`src/rtl/tart_vis_reader.sv`:
```
// Drains one correlator bank over the read bus into the visibility buffer.
// Walks unit/pair/slot/ri in order, one transfer per request/gap pair.
module tart_vis_reader #(
  parameter int ABITS   = 14,
  parameter int BLOCK   = 24,
  parameter int UNITS   = 6,
  parameter int SLOTS   = 12,
  parameter int TIMEOUT = 31,
  parameter int DELAY   = 3
) (
  input  logic             clk_i,
  input  logic             rst_n,
  input  logic             enable_i,
  input  logic             switch_i,
  output logic             cyc_o,
  output logic             stb_o,
  output logic             we_o,
  output logic             bst_o,
  output logic [ABITS-1:0] adr_o,
  input  logic             ack_i,
  input  logic             wat_i,
  input  logic             err_i,
  input  logic [BLOCK-1:0] dat_i,
  output logic             vis_we_o,
  output logic [9:0]       vis_adr_o,
  output logic [BLOCK-1:0] vis_dat_o,
  output logic             busy_o,
  output logic             done_o,
  output logic             ready_o,
  output logic             overrun_o,
  output logic             error_o
);

  localparam int TW = $clog2(TIMEOUT + 1);

  // DELAY only shaped simulation timing in older models; no effect here.
  if (DELAY < 0) begin : g_delay_unused
  end

  typedef enum logic [1:0] {IDLE, REQ, GAP} state_t;

  state_t           state_q, state_d;
  logic [2:0]       unit_q;
  logic [1:0]       pair_q;
  logic [3:0]       slot_q;
  logic             ri_q;
  logic [9:0]       idx_q;
  logic [TW-1:0]    tmo_q;
  logic [BLOCK-1:0] dat_q;
  logic             we_q, done_q, ready_q;
  logic             ovr_q, err_q;

  logic last, start, abort, take, fin, go;

  always_comb begin
    last  = (unit_q == 3'(UNITS - 1))
         && (pair_q == 2'd3)
         && (slot_q == 4'(SLOTS - 1))
         && ri_q;
    start = (state_q == IDLE)
         && switch_i && enable_i;
    abort = (state_q == REQ)
         && (err_i || (!ack_i && tmo_q == TW'(TIMEOUT)));
    take  = (state_q == REQ) && ack_i && !err_i;
    fin   = take && (last || !enable_i);
    go    = take && !fin;
    state_d = state_q;
    unique case (1'b1)
      start:            state_d = REQ;
      abort, fin:       state_d = IDLE;
      go:               state_d = GAP;
      (state_q == GAP): state_d = REQ;
      default: ;
    endcase
  end

  always_ff @(posedge clk_i or negedge rst_n) begin
    if (!rst_n) state_q <= IDLE;
    else        state_q <= state_d;
  end

  always_ff @(posedge clk_i or negedge rst_n) begin
    if (!rst_n) begin
      unit_q <= '0;
      pair_q <= '0;
      slot_q <= '0;
      ri_q   <= 1'b0;
      idx_q  <= '0;
      tmo_q  <= '0;
    end else if (start) begin
      unit_q <= '0;
      pair_q <= '0;
      slot_q <= '0;
      ri_q   <= 1'b0;
      idx_q  <= '0;
      tmo_q  <= '0;
    end else if (state_q == GAP) begin
      ri_q  <= ~ri_q;
      idx_q <= idx_q + 10'd1;
      tmo_q <= '0;
      if (ri_q) begin
        if (slot_q == 4'(SLOTS - 1)) begin
          slot_q <= '0;
          pair_q <= pair_q + 2'd1;
          if (pair_q == 2'd3)
            unit_q <= unit_q + 3'd1;
        end else begin
          slot_q <= slot_q + 4'd1;
        end
      end
    end else if (state_q == REQ && !wat_i) begin
      tmo_q <= tmo_q + TW'(1);
    end
  end

  always_ff @(posedge clk_i or negedge rst_n) begin
    if (!rst_n) begin
      dat_q   <= '0;
      we_q    <= 1'b0;
      done_q  <= 1'b0;
      ready_q <= 1'b0;
      ovr_q   <= 1'b0;
      err_q   <= 1'b0;
    end else begin
      we_q   <= take;
      done_q <= take && last;
      if (take) dat_q <= dat_i;
      if (start)              ready_q <= 1'b0;
      else if (take && last)  ready_q <= 1'b1;
      if (start)      err_q <= 1'b0;
      else if (abort) err_q <= 1'b1;
      // overrun is only cleared by dropping enable
      if (!enable_i)
        ovr_q <= 1'b0;
      else if (switch_i && state_q != IDLE)
        ovr_q <= 1'b1;
    end
  end

  assign cyc_o     = (state_q != IDLE);
  assign stb_o     = (state_q == REQ);
  assign we_o      = 1'b0;
  assign bst_o     = cyc_o && !last;
  assign adr_o     = cyc_o
                   ? ABITS'({unit_q, pair_q, slot_q, ri_q})
                   : '0;
  assign busy_o    = cyc_o;
  assign vis_we_o  = we_q;
  assign vis_adr_o = idx_q;
  assign vis_dat_o = dat_q;
  assign done_o    = done_q;
  assign ready_o   = ready_q;
  assign overrun_o = ovr_q;
  assign error_o   = err_q;

endmodule

```
`config.mk`:
```
export PLATFORM = sky130hd
export DESIGN_NAME = tart_vis_reader
export DESIGN_NICKNAME = d
export VERILOG_FILES = /design/src/rtl/tart_vis_reader.sv
export SDC_FILE = /design/constraint.sdc
export NUM_CORES = 1
export LEC_CHECK = 0
export ABC_CLOCK_PERIOD_IN_PS = 1800
export CAP_MARGIN = 20
export CORE_ASPECT_RATIO = 0.75
export CORE_MARGIN = 2
export CORE_UTILIZATION = 35
export DETAILED_ROUTE_END_ITERATION = 7
export REMOVE_ABC_BUFFERS = 1
export SLEW_MARGIN = 20
export SYNTH_ARGS = -nofsm -noshare
export SYNTH_HDL_FRONTEND = slang
export SYNTH_SLANG_ARGS = --single-unit
```
`constraint.sdc`:
```
create_clock -name clk_i -period 1.8 [get_ports clk_i]
set_input_delay 0.45 -clock clk_i [delete_from_list [all_inputs] [get_ports clk_i]]
set_output_delay 0.45 -clock clk_i [all_outputs]
set_load 0.02 [all_outputs]
```
After elaboration in Yosys (flattened, before gate mapping)

Index checks and enable logic that the tools add are counted.

Bits in registers: 56
Bits in latches: 0
Memory bits (writable): 0
Memory bits (read-only): 0
Input port bits: 31
Output and inout bits: 58
Logic and storage cells: 92
Memories kept: 0

Add/subtract/negate cells: 5
Multiply operators: 0
Div/mod/pow operators: 0
Magnitude comparators: 0
Equal/unequal tests: 7
Shift operators: 0
Mux-type cells: 28
Bitwise operators: 1
Reductions and logical operators: 38

Operator list:

| operator              | number |
|---|---|
| $mux 10               | 3 |
| $mux 4                | 4 |
| $logic_and 1x1->1     | 15 |
| $mux 3                | 5 |
| $mux 5                | 3 |
| $reduce_bool 2->1     | 7 |
| $add 10x1->10 const B | 1 |
| $mux 1                | 8 |
| $mux 2                | 4 |
| $logic_not 1->1       | 6 |
| $pmux 2 s3            | 1 |
| $reduce_bool 3->1     | 2 |
| $add 5x1->5 const B   | 1 |
| $eq 5x5->1 const B    | 1 |
| $add 4x1->4 const B   | 1 |
| $eq 2x2->1 const B    | 2 |
| $eq 4x4->1 const B    | 1 |
| $reduce_and 4->1      | 1 |
| $reduce_or 2->1       | 2 |
| $add 3x1->3 const B   | 1 |
| $eq 3x3->1 const B    | 1 |
| $reduce_and 3->1      | 1 |
| $add 2x1->2 const B   | 1 |
| $eq 2x1->1 const B    | 1 |
| other kinds (5)       | 6 |

Logic depth before layout (Yosys ltp)

Word-level depth: 9
Depth in mapped cells: 6
Depth with buffers taken out: 6

Least setup slack after synthesis

OpenSTA, ideal clock, no wires.

Path kind: register to output
Start: register state_q[0]
End: output adr_o[0]
Arrival: 1.294 ns
Path slack: 0.056 ns
Cell stages (with the launch flop): 6
Buffers on the path: 2
Cells stage by stage: dfrtp_1 buf_4 nor2_1 inv_1 clkbuf_1 and2_1

Word-level cells in the longest chain between the ends: 2

RTL lines:

| what                   | line | RTL |
|---|---|---|
| from (decl)            | 42   | `state_t state_q, state_d;` |
| from (signal assigned) | 79   | `else state_q <= state_d;` |
| $reduce_bool 2->1      | 140  | `assign cyc_o = (state_q != IDLE);` |
| net busy_o             | 27   | `output logic busy_o,` |
| $mux 10                | 145  | `? ABITS'({unit_q, pair_q, slot_q, ri_q})` |
| to (decl)              | 19   | `output logic [ABITS-1:0] adr_o,` |

The timed path passes the listed nets, and every way through them passes these cells.

Worst setup path in the final report

Start: register pair_q[0]
End: output bst_o

Word-level cells in the longest chain between the ends: 6

RTL lines:

| what                   | line | RTL |
|---|---|---|
| from (decl)            | 44   | `logic [1:0] pair_q;` |
| from (signal assigned) | 104  | `pair_q <= pair_q + 2'd1;` |
| $eq 2x2->1             | 57   | `&& (pair_q == 2'd3)` |
| $logic_and 1x1->1      | 57   |  |
| $logic_and 1x1->1      | 58   | `&& (slot_q == 4'(SLOTS - 1))` |
| $logic_and 1x1->1      | 59   | `&& ri_q;` |
| $logic_not 1->1        | 143  | `assign bst_o = cyc_o && !last;` |
| $logic_and 1x1->1      | 143  |  |
| to (decl)              | 18   | `output logic bst_o,` |

Every way passes these cells.

==> impl_metrics.prom <==
# TYPE chip_impl_metric gauge
chip_impl_metric{name="yosysWarnings",unit=""} 0
chip_impl_metric{name="power.density",unit="mW/mm^2"} 1010
chip_impl_metric{name="total_congestion_overflow",unit=""} 0
chip_impl_metric{name="async_reset_ff_frac",unit=""} 1.000
chip_impl_metric{name="finalWorstSetupSlack",unit="ps"} -21.43
chip_impl_metric{name="irDropWorstVdd",unit="mV"} 0.5703
chip_impl_info{name="worstSetupPathType",value="flop to primary output"} 1
chip_impl_metric{name="number_of_antenna_diodes",unit=""} 0
chip_impl_metric{name="routabilityCongestion",unit=""} 0.7551
chip_impl_metric{name="synth.yosys.seq_area_share",unit=""} 0.5390
chip_impl_metric{name="wire_length_on_met3",unit="um"} 288
chip_impl_metric{name="wl_met1",unit="um"} 2655
chip_impl_metric{name="fin_area",unit="mm^2"} 0.003764
chip_impl_metric{name="number_of_drc_violations_after_detailed_routing",unit=""} 0
chip_impl_info{name="rsz0062_at_grt",value="yes"} 1
chip_impl_metric{name="ctsHtreeMaxLevel",unit=""} 2
chip_impl_metric{name="mappedNetlistArea",unit="mm^2"} 0.002600
chip_impl_info{name="most_frequent_standard_cell_in_the_layout_excluding_fill_and_tap_cells",value="clkdlybuf4s50_1"} 1
chip_impl_metric{name="p_leak",unit="nW"} 1.842
chip_impl_metric{name="routedWlPerCell",unit="um"} 13.67
chip_impl_metric{name="drt_pre_antenna_iters",unit=""} 4
chip_impl_info{name="violated_checks",value="negative setup slack"} 1
chip_impl_metric{name="path_clk_slew",unit="ps"} 100
chip_impl_info{name="synth_ff_type",value="dfrtp_1"} 1
chip_impl_metric{name="placement_rows",unit=""} 27
chip_impl_metric{name="syn_inst",unit=""} 219
chip_impl_info{name="cts.root.buffer_cell",value="clkbuf_8"} 1
chip_impl_metric{name="timing.fmax",unit="GHz"} 0.5490
chip_impl_metric{name="number_of_enable_type_register_cells_in_the_synthesized_netlist",unit=""} 0
chip_impl_metric{name="synth_cell_types",unit=""} 40
chip_impl_metric{name="grt_antenna_before_repair",unit=""} 0
chip_impl_metric{name="grt_util_all_layers",unit=""} 0.1541
chip_impl_metric{name="die_height",unit="um"} 78.64
chip_impl_metric{name="whs",unit="ps"} 55.63
chip_impl_metric{name="pin_count",unit=""} 89
chip_impl_metric{name="instances_no_fill",unit=""} 431
chip_impl_info{name="hold_path.class",value="primary input to async pin"} 1
chip_impl_metric{name="maximum_buffer_depth_of_the_clock_tree",unit=""} 2
chip_impl_metric{name="place_worst_setup_slack",unit="ps"} -224.9
chip_impl_metric{name="finalHoldViolations",unit=""} 0
chip_impl_metric{name="timing.final.setup_violations",unit=""} 1
chip_impl_info{name="timing.critical_path.slowest_stage_cell",value="dfrtp_1"} 1
chip_impl_metric{name="critical_path_required",unit="ps"} 1350
chip_impl_metric{name="drt_iter0_drc",unit=""} 53
chip_impl_metric{name="max-cap-violations",unit=""} 0
chip_impl_metric{name="grt_pass1_vias",unit=""} 2024
chip_impl_metric{name="clkLatencyLatePin",unit="ps"} 300
chip_impl_metric{name="dr_wl_met2",unit="um"} 2881
chip_impl_metric{name="place_inst",unit=""} 422
chip_impl_metric{name="cp.arrival",unit="ps"} 1370
chip_impl_metric{name="drive_above_1_share",unit=""} 0.2697
chip_impl_info{name="path_cells",value="ha_2 -> and4_1 -> a21oi_2 -> buf_6"} 1
chip_impl_metric{name="vias_after_detailed_routing",unit=""} 1978
chip_impl_metric{name="floorplan.initialDensity",unit=""} 0.3580
chip_impl_metric{name="grt_start_max_net_pins",unit=""} 32
chip_impl_metric{name="design.die.area",unit="mm^2"} 0.008141
chip_impl_info{name="critPathLaunchType",value="flop"} 1
chip_impl_metric{name="core_area",unit="mm^2"} 0.007263
chip_impl_info{name="cts_tree",value="built"} 1
chip_impl_metric{name="nets",unit=""} 367
chip_impl_metric{name="drt_wl_total",unit="um"} 5891
chip_impl_metric{name="cpPeakStageDelay",unit="ps"} 400
chip_impl_metric{name="viasPerCell",unit=""} 4.589
chip_impl_metric{name="fin_skew",unit="ps"} 6.643
chip_impl_info{name="setup.worst_path.end_class",value="primary output"} 1
chip_impl_metric{name="placement.cell_area",unit="mm^2"} 0.003694
chip_impl_metric{name="clock_sinks",unit=""} 56
chip_impl_metric{name="layout-area-overhead-vs-synth",unit="%"} 44.75
chip_impl_metric{name="maxSlewViolCount",unit=""} 0
chip_impl_info{name="mostFrequentLayoutCells",value="clkdlybuf4s50_1, dfrtp_1, buf_4, nor2_1, mux2_2"} 1
chip_impl_metric{name="io_buffer_count",unit=""} 83
chip_impl_metric{name="tritoncts.num_buffers",unit=""} 5
chip_impl_metric{name="hpwlAfterDp",unit="um"} 4445
chip_impl_metric{name="cts_hold_repair.buffers",unit=""} 0
chip_impl_metric{name="syn_avg_cell_area",unit="um^2"} 11.87
chip_impl_info{name="status",value="finished with violations"} 1
chip_impl_metric{name="flip_flop_and_latch_count_after_synthesis",unit=""} 56
chip_impl_metric{name="width_of_the_chip",unit="um"} 103.5
chip_impl_metric{name="grt_first_pass_wirelength",unit="um"} 10090
chip_impl_info{name="top_signal_layer_used",value="met4"} 1
chip_impl_metric{name="antenna_violating_nets_post_route",unit=""} 0
chip_impl_metric{name="worstPathMaxFanout",unit=""} 2
chip_impl_metric{name="fin_crit",unit="ps"} 1821
chip_impl_metric{name="layout_worst_path_cycle_share",unit=""} 1.012
cells in the mapped netlist (3+ instances only):
master    n  area [um^2]
inv_1     3        11.26
mux2_2   22        247.7
ha_1      7        87.58
xor2_1    7        61.31
buf_4     8        60.06
o21ai_0   6        30.03
dfrtp_1  56         1401
xnor2_1   4        35.03
nand3_1   4        20.02
buf_6     5        56.30
nor2_1   23        86.33
mux2i_1   4        40.04
and2_1    9        56.30
and3_1    4        25.02
nand4_1   3        18.77
nand2_1  13        48.80
a21oi_1  10        50.05
flip-flops by register name, indices dropped and copies added (netlist names):
register   cells
vis_we_o       1
vis_adr_o     10
slot_q         4
pair_q         2
overrun_o      1
unit_q         3
ready_o        1
error_o        1
ri_q           1
vis_dat_o     24
done_o         1
state_q        2
tmo_q          5
path summary, 6_finish.rpt:
kind                                   startpoint                        end  slack (ps)  depth (start not counted)
setup / recovery            pair_q[0]$_DFFE_PN0P_                      bst_o         -20                          4
hold / removal                              rst_n       tmo_q[1]$_DFFE_PN0P_          60                          1
setup reg to reg           state_q[0]$_DFFE_PN0P_  vis_dat_o[16]$_DFFE_PN0P_         130                          5
hold reg to reg               ready_o$_DFFE_PN0P_        ready_o$_DFFE_PN0P_         480                          1
max in group asynchronous                   rst_n  vis_dat_o[23]$_DFFE_PN0P_        1240                          2
min in group clk_i            ready_o$_DFFE_PN0P_        ready_o$_DFFE_PN0P_         480                          1
final cells by class:
type	instances	area [um^2]
clock buffer	6	72.57
clock inverter	2	35.03
fill	693	3500
inverter	3	13.76
multi-input combinational	149	1096
sequential	56	1401
tap	101	126.4
timing repair buffer	114	1018
metal layers:
layer,track usage,vias up
met5,0,-
met4,0.04865,0
met3,0.03821,5
met2,0.2589,46
met1,0.1976,963
li1,-,964
through the flow:
step,util,TNS [ps],power (mW)
6_report,0.5182,-21.43,3.801
5_1_grt,0.5182,-90.26,4.020
4_1_cts,0.5168,-56.90,3.860
3_5_place_dp,0.5085,-1877,3.052
3_3_place_gp,0.5085,-1305,3.035
2_1_floorplan,-,-4334,2.314
critical path: cells and delay by family, from the launching register on:
| family | cells | cell delay, ps |
|---|---|---|
| and+or+nand+nor | 1 | 210 |
| adders and majority gates | 1 | 200 |
| buffers and inverters | 1 | 130 |
| DFF | 1 | 400 |
| AOI/OAI and AO/OA | 1 | 140 |
cell families after synthesis:
kind of cell / Yosys count / share of synthesized area
simple gates: 75 / 0.1651
other cells: 1 / 0.001442
mux: 28 / 0.1193
fa+ha+maj: 7 / 0.03368
flops: 56 / 0.5390
xor+xnor: 11 / 0.03705
buf+inv: 18 / 0.05197
compound gates: 23 / 0.05246
report_power, final:
group / switching [mW] / internal (mW) / leakage (nW) / total (mW)
sequential: 0.149 / 1.51 / 0.727 / 1.66
combinational: 0.632 / 0.702 / 1.06 / 1.33
clock: 0.391 / 0.414 / 0.0552 / 0.805
repair_timing:
item,in CTS,in global routing
pin swaps,1,5
endpoints found under the setup margin,21,16
buffers inserted,0,1
gates resized for setup,61,13
Note: power is estimated with default switching activity, not from simulation.
